[config.mk]
export PLATFORM = sky130hd
export DESIGN_NAME = ppu_spr_dma
export DESIGN_NICKNAME = d
export VERILOG_FILES = /design/src/rtl/ppu_spr_dma.sv
export SDC_FILE = /design/constraint.sdc
export NUM_CORES = 1
export LEC_CHECK = 0
export CORE_MARGIN = 4
export CORE_UTILIZATION = 40
export CTS_CLUSTER_SIZE = 14
export DETAILED_ROUTE_END_ITERATION = 10
export PLACE_DENSITY = 0.88
export SYNTH_ARGS = -nofsm -noshare
export SYNTH_HDL_FRONTEND = slang
export SYNTH_SLANG_ARGS = --single-unit
[constraint.sdc]
create_clock -name clk_in -period 1.6 [get_ports clk_in]
set_clock_uncertainty 0.1 [all_clocks]
set_input_delay 0.32 -clock clk_in [delete_from_list [all_inputs] [get_ports clk_in]]
set_output_delay 0.32 -clock clk_in [all_outputs]
set_load 0.02 [all_outputs]
[src/rtl/ppu_spr_dma.sv]
// Sprite DMA initiator.
//
// A CPU write of a page number to DMA_REG_ADDR starts a 256-byte copy from CPU memory
// {page, 8'h00..8'hff} into OAM. Each byte goes through the PPU register interface as a
// write to OAM_DATA_SEL. The CPU is held off (cpu_rdy_out low) for the whole transfer, and
// the block owns the CPU memory bus while it is reading.
//
// Each byte takes three cycles:
//   StRd    - present the source address
//   StLatch - memory data becomes valid and is captured at the end of the cycle
//   StWr    - one-cycle ri_ncs_out strobe carrying the captured byte
//
// Ports:
//   clk_in        system clock; all logic runs on its rising edge
//   rst_in        synchronous active-low reset; an active transfer is aborted
//   cpu_a_in      CPU address bus (trigger decode)
//   cpu_d_in      CPU write data (source page on trigger)
//   cpu_r_nw_in   CPU read/write (0 = write)
//   mem_d_in      CPU memory read data, valid the cycle after mem_a_out is presented
//   cpu_rdy_out   CPU ready; low stalls the CPU during a transfer
//   mem_req_out   high while this block drives the CPU memory bus
//   mem_a_out     DMA source address
//   mem_r_nw_out  tied to 1; memory is only ever read
//   ri_sel_out    PPU register select (always OAM data)
//   ri_ncs_out    PPU register chip select, active-low, one cycle per byte
//   ri_r_nw_out   PPU register read/write (0 = write)
//   ri_d_out      PPU register write data
//   active_out    high while a transfer is in progress
//   done_out      one-cycle pulse when a transfer completes
//
// Every output comes straight from a register, so no input reaches an output
// combinationally.

module ppu_spr_dma #(
  parameter logic [15:0] DMA_REG_ADDR = 16'h4014,
  parameter logic [2:0]  OAM_DATA_SEL = 3'h4
) (
  input  logic        clk_in,
  input  logic        rst_in,
  input  logic [15:0] cpu_a_in,
  input  logic [7:0]  cpu_d_in,
  input  logic        cpu_r_nw_in,
  input  logic [7:0]  mem_d_in,
  output logic        cpu_rdy_out,
  output logic        mem_req_out,
  output logic [15:0] mem_a_out,
  output logic        mem_r_nw_out,
  output logic [2:0]  ri_sel_out,
  output logic        ri_ncs_out,
  output logic        ri_r_nw_out,
  output logic [7:0]  ri_d_out,
  output logic        active_out,
  output logic        done_out
);

  typedef enum logic [2:0] {
    StIdle  = 3'd0,
    StRd    = 3'd1,
    StLatch = 3'd2,
    StWr    = 3'd3
  } state_e;

  state_e      state_q;
  logic [7:0]  page_q;
  logic [7:0]  cnt_q;
  logic [7:0]  data_q;
  logic        done_q;

  // Output registers, loaded with the value matching the state being entered.
  logic        active_q;
  logic        mem_req_q;
  logic [15:0] mem_a_q;
  logic        ri_ncs_q;

  logic        trigger;
  assign trigger = !cpu_r_nw_in && (cpu_a_in == DMA_REG_ADDR);

  always_ff @(posedge clk_in) begin
    if (!rst_in) begin
      state_q   <= StIdle;
      page_q    <= 8'h00;
      cnt_q     <= 8'h00;
      data_q    <= 8'h00;
      done_q    <= 1'b0;
      active_q  <= 1'b0;
      mem_req_q <= 1'b0;
      mem_a_q   <= 16'h0000;
      ri_ncs_q  <= 1'b1;
    end else begin
      done_q <= 1'b0;
      unique case (state_q)
        StIdle: begin
          // Also taken in the done_out cycle, allowing back-to-back transfers.
          if (trigger) begin
            page_q    <= cpu_d_in;
            cnt_q     <= 8'h00;
            state_q   <= StRd;
            active_q  <= 1'b1;
            mem_req_q <= 1'b1;
            mem_a_q   <= {cpu_d_in, 8'h00};
          end
        end
        StRd: begin
          state_q <= StLatch;
        end
        StLatch: begin
          data_q    <= mem_d_in;
          state_q   <= StWr;
          mem_req_q <= 1'b0;
          ri_ncs_q  <= 1'b0;
        end
        StWr: begin
          ri_ncs_q <= 1'b1;
          // The last byte ends the transfer, so the counter never wraps.
          if (cnt_q == 8'hff) begin
            state_q  <= StIdle;
            done_q   <= 1'b1;
            active_q <= 1'b0;
          end else begin
            cnt_q     <= cnt_q + 8'd1;
            state_q   <= StRd;
            mem_req_q <= 1'b1;
            mem_a_q   <= {page_q, cnt_q + 8'd1};
          end
        end
        default: begin
          state_q   <= StIdle;
          active_q  <= 1'b0;
          mem_req_q <= 1'b0;
          ri_ncs_q  <= 1'b1;
        end
      endcase
    end
  end

  assign cpu_rdy_out  = ~active_q;
  assign active_out   = active_q;
  assign mem_req_out  = mem_req_q;
  assign mem_a_out    = mem_a_q;
  assign mem_r_nw_out = 1'b1;
  assign ri_sel_out   = OAM_DATA_SEL;
  assign ri_ncs_out   = ri_ncs_q;
  // Chip select and write enable assert together, only in the write cycle.
  assign ri_r_nw_out  = ri_ncs_q;
  assign ri_d_out     = data_q;
  assign done_out     = done_q;

endmodule

==> results.toml <==
[setup_path]
reg2regPathDepth = 7
worst_path_largest_cell_delay_ns = 0.36
cp_top_family = "simple AND/OR/NAND/NOR gates"
r2r_slack_ns = -0.05
cpMaxStageDelayCell = "dfxtp_4"
path_cells = "ha_4 > nand3_1 > nor2_2 > nand4_1 > and2_4 > buf_12 > o211a_1"
reg2reg_from = "cnt_q[1]"
cp.buffers_inverters = 1
worstPathMaxFanout = 8
crit_path_start_kind = "flip-flop"
cp.required_ns = 1.69
end_kind = "flip-flop"
critPathKind = "reg2reg"
crit_cells = 7
crit_arrival_ns = 1.74
r2r_end = "mem_a_out[12]"

[sta]
hold_viol_final = 0
fin_tns_setup_ns = -0.345
whs_ns = 0.403
min_period_ns = 1.65
setup_slack_ns = -0.0520
finalSetupViolations = 9
rsz0062_at_grt = "true"
finalCritPeriodShare_pct = 103
max_clock_freq_mhz = 605
slew_violations = 0

[layout]
finish.utilization_pct = 71.6
finalInstanceArea_sq_um = 3180
num_antenna_cells = 0
layout_common_cells = "dlygate4sd2_1 (34), dfxtp_1 (30), nor2_1 (28), buf_4 (28), clkdlybuf4s50_1 (17)"
final_common_cell = "dlygate4sd2_1"
areaGrowthSynthToFinish_pct = 69.6
fin_nets = 342
final_layout_size_suffix_gt1_share_pct = 35.3

[placed_design]
gp_congestion = 0.837
dpl-instance-area_sq_um = 2850
hpwl_microns = 3870
preCtsSetupSlack_ns = -0.652
port_buffers = 64

[detailed_routing]
dr.pass1.iters = 4
viasPerCell = 5.39
avgRoutedWirePerCell_microns = 17.0
antenna_left = 0
drtIter0Drc = 178
drc = 0
vias = 1913
wl_microns = 6020

[power]
p_per_area_nw_per_um2 = 623
cellLeakagePower_uw = 0.00143
ir_drop_mv = 0.533

[yosys]
ys_ff_latch = 38
synthTopCellsByArea = "dfxtp_1 (41%), mux2i_1 (9.1%), nor2_1 (6.0%)"
synth_top_area_share_pct = 40.5
netlist_area_sq_um = 1880
synthCells = 201
yosysWarnings = 0
synth_top_cell_by_area = "dfxtp_1"
ys_types = 41
avgSynthCellArea_sq_um = 9.34
seq_area_frac_synth_pct = 40.5

[cts]
cts_hold_buf = 0
cts.path.max_buffers = 2
htreeDepth = 2
clkSinkCount = 38
cts_root_buf = "clkbuf_8"
cts_tree = "yes"
cts_made_buffers = 5
insertion_delay_ns = 0.30
clkTransAtPathRegs_ns = 0.08

[die]
dieArea_sq_um = 5850
ioPinCount = 69
coreArea_sq_um = 4440
dieWidth_microns = 76.5
rows = 24
start_util_pct = 42.2
die_y_microns = 76.5

[grt]
gr-max-usage-layer = "met2"
overflow = 0
grt_pass1_wl_microns = 9710
antenna_found_initial = 0
grtUsageMet2_pct = 34.2
grt_pass1_vias = 2016
grt_usage_pct = 20.3
grtUsageMet1_pct = 24.3
use_met3_pct = 4.37
grt_max_degree = 15

[hold_path]
hold_class = "reg2reg"
min_from = "ri_d_out[0]"
hold_path_end = "ri_d_out[0]"
holdPathStages = 2

[job]
drv_cap = 0

[status]
violations = "negative setup slack"
status = "finished with violations"
-- synth_stat cells --
cell      number
o21a_1         6
nor4b_4        1
o21ai_1        2
nor4b_1        2
o41ai_1        1
nor3b_1        8
nand2_1        5
o311ai_0       1
a21oi_1        5
o21ai_0       12
nand4_1        1
a32o_1         1
dfxtp_1       38
nor3_4         1
a311oi_1       1
o211a_1        8
mux2i_1       17
a21boi_0       4
inv_1          8
nor2b_1        1
nand3_4        1
nor4b_2        1
buf_4          7
and2_1         1
and3_1         3
ha_1           5
a211oi_1       2
nand3_2        1
o311a_1        2
buf_2          1
nor4_1         1
conb_1         2
clkbuf_1       8
o31ai_4        1
o31ai_1        2
nand3_1        6
nor4_2         1
nor2_1        30
o211ai_1       1
nor3_1         1
nor3_2         1
-- cell families (layout without fill, tap and decap cells) --
kind of cell / count (synthesis) / after routing / synth area share [%]
AOI/OAI and AO/OA: 49 / 49 / 19.5
muxes: 17 / 17 / 9.07
DFF: 38 / 38 / 40.5
other: 2 / 4 / 0.400
and+or+nand+nor: 66 / 66 / 20.9
buffers and inverters: 24 / 124 / 6.27
adders and majority gates: 5 / 5 / 3.33
-- worst max-delay path by stage --
stage	slack [ns]	end	from
floorplan	-0.11	mem_a_out[11]	cpu_a_in[6]
global placement	-0.58	cnt_q[4]	cpu_a_in[6]
detailed placement	-0.65	mem_req_out	cpu_a_in[1]
CTS	-0.04	cnt_q[2]	cnt_q[0]
global route	-0.08	cnt_q[6]	cpu_a_in[6]
finish	-0.05	mem_a_out[12]	cnt_q[1]
-- sequential cells by signal (all words and copies together) (netlist names) --
signal and cells:
done_out 1, ri_ncs_out 1, ri_d_out 8, state_q 2
active_out 1, page_q 8, mem_req_out 1, mem_a_out 9
cnt_q 7
-- metal layers --
metal	wire [microns]	up-vias
met5	0	-
met2	2960	79
li1	-	910
met3	323	15
met4	163	0
met1	2570	909
-- area by class of cell --
class / instances / area, sq um
flip-flops and latches: 38 / 776
multi-input cells: 141 / 1190
repair buffers: 108 / 986
clock buffers: 8 / 133
inverters: 8 / 32.5
fillers: 303 / 1260
well taps: 52 / 65.1
-- tightest hold or removal path, delay by kind of cell (launching register included) --
kind	cells	cell delay, ns
DFF	1	0.33
muxes	1	0.06
and+or+nand+nor	1	0.08
-- metrics by stage --
| step | instances | power (uW) |
|---|---|---|
| 6_report | 355 | 1980 |
| 2_1_floorplan | 203 | 1010 |
| 4_1_cts | 353 | 1980 |
| 3_5_place_dp | 339 | 1110 |
| 3_3_place_gp | 339 | 1110 |
| 5_1_grt | 355 | 2040 |
-- what timing repair did --
item | in CTS | in global routing
resized for setup | 104 | 40
setup buffers | 4 | 2
cloned | 2 | 0
setup endpoints to repair | 58 | 28
pin swaps | 21 | 25
-- where the power goes --
part           internal (uW)  leakage (uW)  switching (uW)  total [uW]
logic                   80.4       0.00105            58.2         139
registers                941      0.000311          0.0543         941
clock network            539     0.0000678             365         905
total                   1560       0.00143             423        1980
(Power assumes the default switching activity.)
